## src/rtl/divu_hilo.sv

```systemverilog
// divu_hilo: multi-cycle restoring unsigned divider, quotient -> LO, remainder -> HI; define HILO_MT_EN to add mthi/mtlo writes
module divu_hilo #(
    parameter int WIDTH = 32
) (
    input  logic             clk,
    input  logic             rst_n,
    input  logic             start,
    input  logic [WIDTH-1:0] dividend,
    input  logic [WIDTH-1:0] divisor,
`ifdef HILO_MT_EN
    input  logic             mthi,
    input  logic             mtlo,
    input  logic [WIDTH-1:0] mt_data,
`endif
    output logic             busy,
    output logic             done,
    output logic             div_by_zero,
    output logic [WIDTH-1:0] HiOut,
    output logic [WIDTH-1:0] LoOut
);
    localparam int CW = $clog2(WIDTH);
    typedef enum logic [1:0] {IDLE, RUN, FIN} state_t;
    state_t           state;
    logic [CW-1:0]    cnt;
    logic [WIDTH-1:0] q, rem, dvs, rem_n, q_n, mt_val;
    logic [WIDTH:0]   rem_sh, diff;
    logic             ge, ready, mt_hi, mt_lo;
`ifdef HILO_MT_EN
    assign mt_hi  = mthi;
    assign mt_lo  = mtlo;
    assign mt_val = mt_data;
`else
    assign mt_hi  = 1'b0;
    assign mt_lo  = 1'b0;
    assign mt_val = '0;
`endif
    assign busy  = (state == RUN);
    assign ready = (state != RUN);
    // One restoring step: shift in the next dividend bit, subtract the divisor when it fits
    always_comb begin
        rem_sh = {rem, q[WIDTH-1]};
        diff   = rem_sh - {1'b0, dvs};
        ge     = rem_sh >= {1'b0, dvs};
        rem_n  = ge ? diff[WIDTH-1:0] : rem_sh[WIDTH-1:0];
        q_n    = {q[WIDTH-2:0], ge};
    end
    // Control FSM, iteration datapath and HI/LO registers; MT writes land last so they win in FIN
    always_ff @(posedge clk or negedge rst_n) begin
        if (!rst_n) begin
            state       <= IDLE;
            cnt         <= '0;
            q           <= '0;
            rem         <= '0;
            dvs         <= '0;
            done        <= 1'b0;
            div_by_zero <= 1'b0;
            HiOut       <= '0;
            LoOut       <= '0;
        end else begin
            done        <= 1'b0;
            div_by_zero <= 1'b0;
            if (state == RUN) begin
                q   <= q_n;
                rem <= rem_n;
                cnt <= cnt + 1'b1;
                if (cnt == CW'(WIDTH - 1)) begin
                    state <= FIN;
                    done  <= 1'b1;
                    HiOut <= rem_n;
                    LoOut <= q_n;
                end
            end else if (start) begin
                cnt <= '0;
                q   <= dividend;
                rem <= '0;
                dvs <= divisor;
                if (divisor == '0) begin
                    state       <= FIN;
                    done        <= 1'b1;
                    div_by_zero <= 1'b1;
                    HiOut       <= dividend;
                    LoOut       <= '1;
                end else begin
                    state <= RUN;
                end
            end else begin
                state <= IDLE;
            end
            if (ready && mt_hi) HiOut <= mt_val;
            if (ready && mt_lo) LoOut <= mt_val;
        end
    end
endmodule
```

## config.mk

```make
export PLATFORM = sky130hd
export DESIGN_NAME = divu_hilo
export DESIGN_NICKNAME = d
export VERILOG_FILES = /design/src/rtl/divu_hilo.sv
export SDC_FILE = /design/constraint.sdc
export NUM_CORES = 1
export LEC_CHECK = 0
export BUFFER_PORTS_ARGS = -buffer_cell sky130_fd_sc_hd__clkbuf_2
export CORE_UTILIZATION = 30
export DETAILED_ROUTE_END_ITERATION = 8
export GPL_TIMING_DRIVEN = 0
export PLACE_DENSITY = 0.58
export SETUP_SLACK_MARGIN = 0.3
export SKIP_LAST_GASP = 1
export SYNTH_ARGS = -nofsm -noshare
export SYNTH_HDL_FRONTEND = slang
export SYNTH_SLANG_ARGS = --single-unit
```

## constraint.sdc

```tcl
create_clock -name clk -period 4.7 [get_ports clk]
set_input_delay 0.705 -clock clk [delete_from_list [all_inputs] [get_ports clk]]
set_output_delay 0.705 -clock clk [all_outputs]
set_load 0.05 [all_outputs]
```

==> results.cfg, run 1 <==
[synthesis]
netlist_top_cells_area = dfrtp_1, a21oi_1, nor2_1, ha_1, nand2_1
async_flop_share_pct = 100
syn_inst = 970
syn_nets = 1072
synth_cell_types = 55
synth.largest_area_cell = dfrtp_1
ys.flop_type = dfrtp_1
synth-edff-count = 0
synth.cell_area_sq_mm = 0.00895
postSynthAreaPerCell_sq_um = 9.23
ys_seq_area_share_pct = 47.2
synth_top_area_share_pct = 47.2
synth-warning-count = 0
synth_seq_cells = 169

[layout]
design_area_sq_mm = 0.0107
finalNetCount = 1224
final_layout_size_suffix_gt1_share_pct = 19.0
final_cells = 1518
syn2layout_area_growth_pct = 19.6
fillers = 3043
n_antenna_cell = 0
post-route-util_pct = 36.9

[place]
place.gp.congestion = 0.864
portBuffers = 132
place_inst = 1487
pre_cts_slack_ns = 0.781
dp_hpwl_mm = 21.6
placed_cell_area_sq_mm = 0.0101

[cts]
clock_tree.buffer_depth = 2
cts_resized = 0
cts_tree = done
path_clk_slew_ns = 0.08
cts_buffers = 17
postCtsHoldBufs = 0
postCtsSetupRepairBufs = 0
htreeDepth = 4
numClockSinks = 169
clk_latency_ns = 0.44
root_buffer = clkbuf_16

[sta]
slew_headroom_pct = 46.3
rsz0062_at_grt = no
fmax_mhz = 289
min_period_ns = 3.46
finalSetupViolCount = 0
fin_crit_sh_pct = 73.6
setup_slack_ns = 1.24
tightest_slew_ns = 0.806
fin_skew_ns = 0.0132
timing.final.max_slew_violations = 0
hold_violations = 0

[setup_path]
cp-end-kind = flop
path_buf_inv = 2
cp_cell_sequence = ha_1 -> clkbuf_1 -> a21oi_1 -> o21bai_1 -> a21oi_1 -> a21oi_1 -> nor3_1 -> buf_2 -> a32oi_1 -> a31oi_1
critPathKind = reg -> reg
critPathMaxFanout = 10
path_common_cell = a21oi_1
cpPeakStageDelay_ns = 0.64
cp-start-kind = flop
required_ns = 5.07
worst_path_dominant_cell_family = compound AO/OA/AOI/OAI gates
cp.arrival_ns = 3.83
cp_slowest_cell = nor3_1

[floorplan]
num_rows = 62
die_h_um = 175
io_pins = 134
initial_core_util_pct = 30.9
dieArea_sq_mm = 0.0305
core_sq_mm = 0.0290
dieWidth_um = 175

[detailed_routing]
wl_mm = 27.8
highest_layer = met4
vias_per_cell = 5.10
drt_iter0_drc = 487
antenna_left = 0
vias = 7740
drc = 0
drt-pass1-iter-count = 5
routedLengthMet1_mm = 13.2
wire_per_inst_um = 18.3
dr_wl_met3_mm = 1.41
route.met2.wl_mm = 12.6

[grt]
grt_pass1_vias = 7759
grt_max_degree = 92
grt_pass1_wl_mm = 43.9
grt.overflow.total = 0
grt_antenna_before_repair = 0
grt_usage_pct = 18.5

[run]
cap_violations = 0

[power_and_ir_drop]
powerDensity_mw_per_mm2 = 884
p_total_uw = 9470
ir_worst_vdd_uv = 413
p_leak_uw = 0.00472

[hold_path]
hp-class = in -> async

[status]
status = completed
[power breakdown]
| group | internal (uW) | switching (uW) | leakage (uW) |
|---|---|---|---|
| Sequential | 2070 | 412 | 0.00180 |
| Combinational | 1930 | 3650 | 0.00263 |
| Clock | 711 | 698 | 0.000285 |
| Total | 4710 | 4760 | 0.00472 |
[routing by layer]
| layer | GRT usage [%] | vias up |
|---|---|---|
| li1 | - | 3742 |
| met1 | 25.4 | 3805 |
| met2 | 29.0 | 163 |
| met3 | 4.05 | 30 |
| met4 | 5.58 | 0 |
| met5 | 0 | - |
[cell families after synthesis]
group	synth area share, %
DFF	47.2
AOI/OAI and AO/OA	17.9
adders and majority gates	4.97
buffers and inverters	4.68
xor gates and xnor gates	1.76
muxes	7.71
and+or+nand+nor	15.8
[final cells by class]
| class | count | area [sq um] | area share, % |
|---|---|---|---|
| Timing Repair Buffer | 133 | 697 | 6.51 |
| Buffer | 60 | 246 | 2.30 |
| Multi-Input combinational cell | 695 | 4310 | 40.2 |
| Tap cell | 384 | 480 | 4.49 |
| Clock buffer | 17 | 425 | 3.97 |
| Inverter | 46 | 173 | 1.61 |
| Sequential cell | 169 | 4230 | 39.5 |
| Clock inverter | 14 | 153 | 1.43 |
[path summary, 6_finish.rpt]
path,startpoint,end,slack [ns],depth (start not counted)
setup reg to reg,rem[13],HiOut[20],1.24,10
hold / removal,rst_n,dvs[18],0.32,1
min in group clk,cnt[3],cnt[3],0.49,1
setup / recovery,rem[13],HiOut[20],1.24,10
max in group asynchronous,rst_n,cnt[4],3.53,2
hold reg to reg,cnt[3],cnt[3],0.49,1
[registers in the layout (all words and copies together) (netlist names)]
name and flops:
rem 32, HiOut 32, cnt 5, dvs 32, LoOut 32, done 1
q 32, state 2, div_by_zero 1
[layout by cell type (no fill, tap or decap), types with 6 or more instances in the layout]
master     synthesis  layout
nand4_1           19      19
nand2_1          103     103
xor2_1             7       7
mux2i_1           33      33
a31oi_1           34      34
a22oi_1           22      22
nor3_1             7       7
dfrtp_1          169     169
mux2_2            32      32
clkbuf_2           0     131
or3_1              9       9
nor2_1           136     136
ha_1              34      34
o21bai_1           8       8
o21ai_0           25      25
a21oi_1          106     106
a32oi_1            7       7
inv_8              0       6
clkbuf_1          41      41
clkbuf_16          0      17
buf_2             11      11
buf_1              6       6
nand3_1            8       8
xnor2_1           11      11
o21a_1             8       8
nor4_1            12      12
inv_1             44      44
a21o_1            16      16
[through the flow]
step / setup TNS, ns / hold WS, ns
after floorplan: 0 / 0.409
after global placement: -49.79 / 0.469
after detailed placement: 0 / 0.479
after CTS: 0 / 0.370
after global routing: 0 / 0.388
final: 0 / 0.316
[cell usage after synthesis (3+ instances only)]
cell type and n:
and2_1 3, a32oi_1 7, a21oi_1 106, ha_1 34, nor4_1 12, nand4b_1 3, nand2_1 103, inv_1 44
buf_1 6, nand3b_1 4, o21ai_0 25, xor2_1 7, mux2_2 32, nor3_1 7, dfrtp_1 169, a22oi_1 22
nand2b_1 4, xnor2_1 11, o211ai_1 3, o21a_1 8, a21o_1 16, clkbuf_1 41, buf_2 11, mux2i_1 33
a211o_1 4, and3_1 3, o22a_1 4, o21bai_1 8, or3_1 9, nand4_1 19, nand3_1 8, a41oi_1 4
a31oi_1 34, nor2b_1 3, nor2_1 136
Note: power is estimated with default switching activity, not from simulation.
==> inputs of run 2 (changes only) <==
- clock period: 4.7 -> 3.4 ns (I/O delays scaled with it)
==> results.cfg, run 2 (synthesis results as in run 1) <==
[status]
status = completed

[detailed_routing]
vias_per_cell = 5.08
vias = 7772
drt-pass1-iter-count = 5
drt_iter0_drc = 436
wl_mm = 28.1
wire_per_inst_um = 18.4
drc = 0
antenna_left = 0

[power_and_ir_drop]
p_switching_uw = 6970
powerDensity_mw_per_mm2 = 1260
ir_worst_vdd_uv = 601
clkPwrFrac_pct = 13.9
seq_power_share_pct = 24.6
p_int_uw = 7060
p_leak_uw = 0.00487
p_comb_share_pct = 61.5
sw_frac_of_total_pct = 49.7

[grt]
grt_util_met1_pct = 25.4
grt_usage_pct = 18.5
grt_pass1_vias = 7770
met3_usage_pct = 4.09
grt_max_degree = 92
grt-busiest-layer = met2
grt_pass1_wl_mm = 44.0
grt.overflow.total = 0
use_met2_pct = 29.0
grt_antenna_before_repair = 0

[hold_path]
hp-class = in -> async

[floorplan]
dieWidth_um = 175
num_rows = 62
io_pins = 134
die_h_um = 175
initial_core_util_pct = 30.9
dieArea_sq_mm = 0.0305
core_sq_mm = 0.0290

[cts]
root_buffer = clkbuf_16
htreeDepth = 4
clk_latency_ns = 0.44
numClockSinks = 169
cts_buffers = 17
path_clk_slew_ns = 0.07
clock_tree.buffer_depth = 2
cts_tree = done

[place]
place.gp.congestion = 0.864
portBuffers = 132
placed_cell_area_sq_mm = 0.0101
dp_hpwl_mm = 21.6
pre_cts_slack_ns = -0.324
place_inst = 1487

[sta]
fmax_mhz = 334
fin_crit_sh_pct = 88.0
finalSetupViolCount = 0
rsz0062_at_grt = no
min_period_ns = 2.99
slew_headroom_pct = 45.6
timing.final.max_slew_violations = 0
finalSetupTns_ns = 0
hold_violations = 0
setup_slack_ns = 0.408
fin_skew_ns = 0.0135
hold_slack_ns = 0.115
tightest_slew_ns = 0.815

[layout]
multiInputGateArea_sq_mm = 0.00455
final_cells = 1531
mostFrequentLayoutCells = dfrtp_1, clkbuf_2, nor2_1
syn2layout_area_growth_pct = 24.0
fillers = 2999
finalNetCount = 1237
final_layout_size_suffix_gt1_share_pct = 24.2
n_antenna_cell = 0
layout_commonest_cell = dfrtp_1
regArea_sq_mm = 0.00423
design_area_sq_mm = 0.0111

[setup_path]
required_ns = 3.70
critPathKind = reg -> reg
crit_start = q[31]
reg2reg_slack_ns = 0.41
endpoint = HiOut[16]
r2r-start = q[31]
r2r-end = HiOut[16]
critPathMaxFanout = 4
rr_worst_depth = 13
cp.arrival_ns = 3.29
cp-end-kind = flop
cp-start-kind = flop

[run]
cap_violations = 0
run 2: timing repair:
item                       in CTS  in global routing
resized for setup              14                 74
setup buffers                   1                 12
pin swaps                       1                 13
setup endpoints to repair      90                 66
hold endpoints to repair        0                  0
hold buffers                    0                  0
run 2: critical path: stages, from the launching register on:
cell and delay (ns):
dfrtp_1 0.41, inv_1 0.07, ha_1 0.16, inv_1 0.05, fa_1 0.40, a21o_1 0.21, nand3_1 0.14, a21boi_1 0.11
nor4b_2 0.24, buf_4 0.19, nor3_1 0.06, or3_1 0.35, a32oi_2 0.33, a31oi_1 0.13
run 2: layout make-up:
cell class / count / share of cell area, %
plain buffers: 60 / 2.70
clock buffers: 17 / 3.83
clock inverters: 14 / 1.37
inverters: 46 / 1.55
multi-input cells: 695 / 40.9
flip-flops and latches: 169 / 38.1
well taps: 384 / 4.33
repair buffers: 146 / 7.19
run 2: metal layers:
layer  wire, um  part of all wire [%]
met5          0                     0
met4        546                   1.9
met3       1520                   5.4
met2      12800                    45
met1      13300                    47
run 2: power by group through the flow:
stage	Sequential, uW	Combinational, uW	Clock, uW
after floorplan	3930	4940	0
after global placement	3430	7530	0
after detailed placement	3450	7600	0
after CTS	3430	7790	1970
after global routing	3550	9430	2050
final	3450	8630	1950
run 2: worst min-delay path by stage:
stage / to / slack [ns] / cells after the start
final: dvs[18] / 0.12 / 1
after global placement: cnt[3] / 0.47 / 1
after detailed placement: cnt[3] / 0.48 / 1
after floorplan: HiOut[0] / 0.21 / 0
after CTS: rem[8] / 0.17 / 1
after global routing: dvs[18] / 0.19 / 1
run 2: per-stage QoR:
step	utilization (%)	power (uW)
6_report	38.3	14000
5_1_grt	38.3	15000
4_1_cts	37.2	13200
3_5_place_dp	34.9	11000
3_3_place_gp	34.8	11000
2_1_floorplan	-	8860
==> inputs of run 3 (changes only) <==
- RECOVER_POWER: unset -> 25
- SETUP_SLACK_MARGIN: 0.3 -> 0.5
==> results.cfg, run 3 (synthesis results as in run 1) <==
[status]
status = finished with violations
violations = capacitance limit, slew limit

[detailed_routing]
drt-pass1-iter-count = 6
drt_iter0_drc = 465
wire_per_inst_um = 18.5
wl_mm = 28.6
vias = 7916
vias_per_cell = 5.11
drc = 0
antenna_left = 0

[sta]
finalSetupViolCount = 0
rsz0062_at_grt = yes
timing.final.max_slew_violations = 91
hold_violations = 0
min_period_ns = 2.89
slew_headroom_pct = -58.4
finalSetupTns_ns = 0
fmax_mhz = 345
fin_skew_ns = 0.0128
fin_crit_sh_pct = 85.1
tightest_slew_ns = 2.38

[layout]
mostFrequentLayoutCells = dfrtp_1, clkbuf_2, nor2_1
layout_commonest_cell = dfrtp_1
final_layout_size_suffix_gt1_share_pct = 27.9
design_area_sq_mm = 0.0115
syn2layout_area_growth_pct = 28.4
n_antenna_cell = 0
final_cells = 1549
post-route-util_pct = 39.6
finalNetCount = 1255

[grt]
grt_util_met1_pct = 25.6
grt-busiest-layer = met2
grt_antenna_before_repair = 1
grt_pass1_wl_mm = 44.6
met3_usage_pct = 4.50
use_met2_pct = 29.4
grt_usage_pct = 18.8
grt.overflow.total = 0
grt_pass1_vias = 7861
grt_max_degree = 92

[floorplan]
io_pins = 134
dieWidth_um = 175
die_h_um = 175
core_sq_mm = 0.0290
dieArea_sq_mm = 0.0305
num_rows = 62
initial_core_util_pct = 30.9

[setup_path]
cp-end-kind = flop
required_ns = 3.76
critPathMaxFanout = 6
cp.arrival_ns = 3.26
critPathKind = reg -> reg
cp-start-kind = flop

[cts]
numClockSinks = 169
cts_buffers = 17
htreeDepth = 4
path_clk_slew_ns = 0.07
cts_tree = done
clk_latency_ns = 0.44
root_buffer = clkbuf_16
clock_tree.buffer_depth = 2

[run]
cap_violations = 1

[place]
place_inst = 1487
dp_hpwl_mm = 21.6
portBuffers = 132
placed_cell_area_sq_mm = 0.0101
place.gp.congestion = 0.864

[hold_path]
hp-class = in -> reg
-- run 3: critical path: stages, from the launching register on --
cell,delay (ns)
dfrtp_1,0.42
ha_4,0.28
buf_6,0.10
nand4_1,0.10
or3_1,0.36
a21o_1,0.19
a31o_4,0.25
a21o_1,0.22
a21oi_4,0.18
buf_12,0.15
buf_8,0.13
nand4b_1,0.20
a41oi_2,0.21
-- run 3: through the flow --
| step | setup WS [ns] | hold WS, ns |
|---|---|---|
| after detailed placement | -0.324 | 0.479 |
| after global placement | -1.42 | 0.469 |
| after global routing | 0.400 | 0.319 |
| after floorplan | 0.799 | 0.214 |
| after CTS | 0.396 | 0.175 |
| final | 0.505 | 0.316 |
-- run 3: timing repair --
action                                  4_1_cts  5_1_grt
hold buffers                                  0        0
pin swaps                                    13       25
gates resized for setup                      73       58
endpoints found under the setup margin       98       95
buffers inserted                             15       15
cloned                                        1        0
-- run 3: final timing paths --
kind	endpoint	depth (start not counted)	startpoint	slack, ns
max	HiOut[23]	12	rem[9]	0.51
min	dvs[9]	2	divisor[9]	0.32
max reg2reg	HiOut[23]	12	rem[9]	0.51
min reg2reg	cnt[3]	1	cnt[3]	0.49
max in group asynchronous	rem[16]	1	rst_n	1.07
min in group asynchronous	dvs[18]	1	rst_n	0.75
-- run 3: layout make-up --
type / instances / area (sq um)
Tap cell: 384 / 480
Buffer: 60 / 353
Clock buffer: 17 / 425
Clock inverter: 14 / 153
Inverter: 46 / 173
Timing Repair Buffer: 164 / 970
Multi-Input combinational cell: 695 / 4720
Sequential cell: 169 / 4230
Fill cell: 2944 / 17500
-- run 3: per-layer routing --
metal	routed length, um	part of all wire, %	vias up
li1	-	-	3805
met1	13400	47	3888
met2	13100	46	184
met3	1430	5.0	37
met4	601	2.1	2
met5	12	0.042	-
Power of run 3 is not shown: default switching activity piles up to over one toggle a cycle in this logic, so the estimate is an artifact.
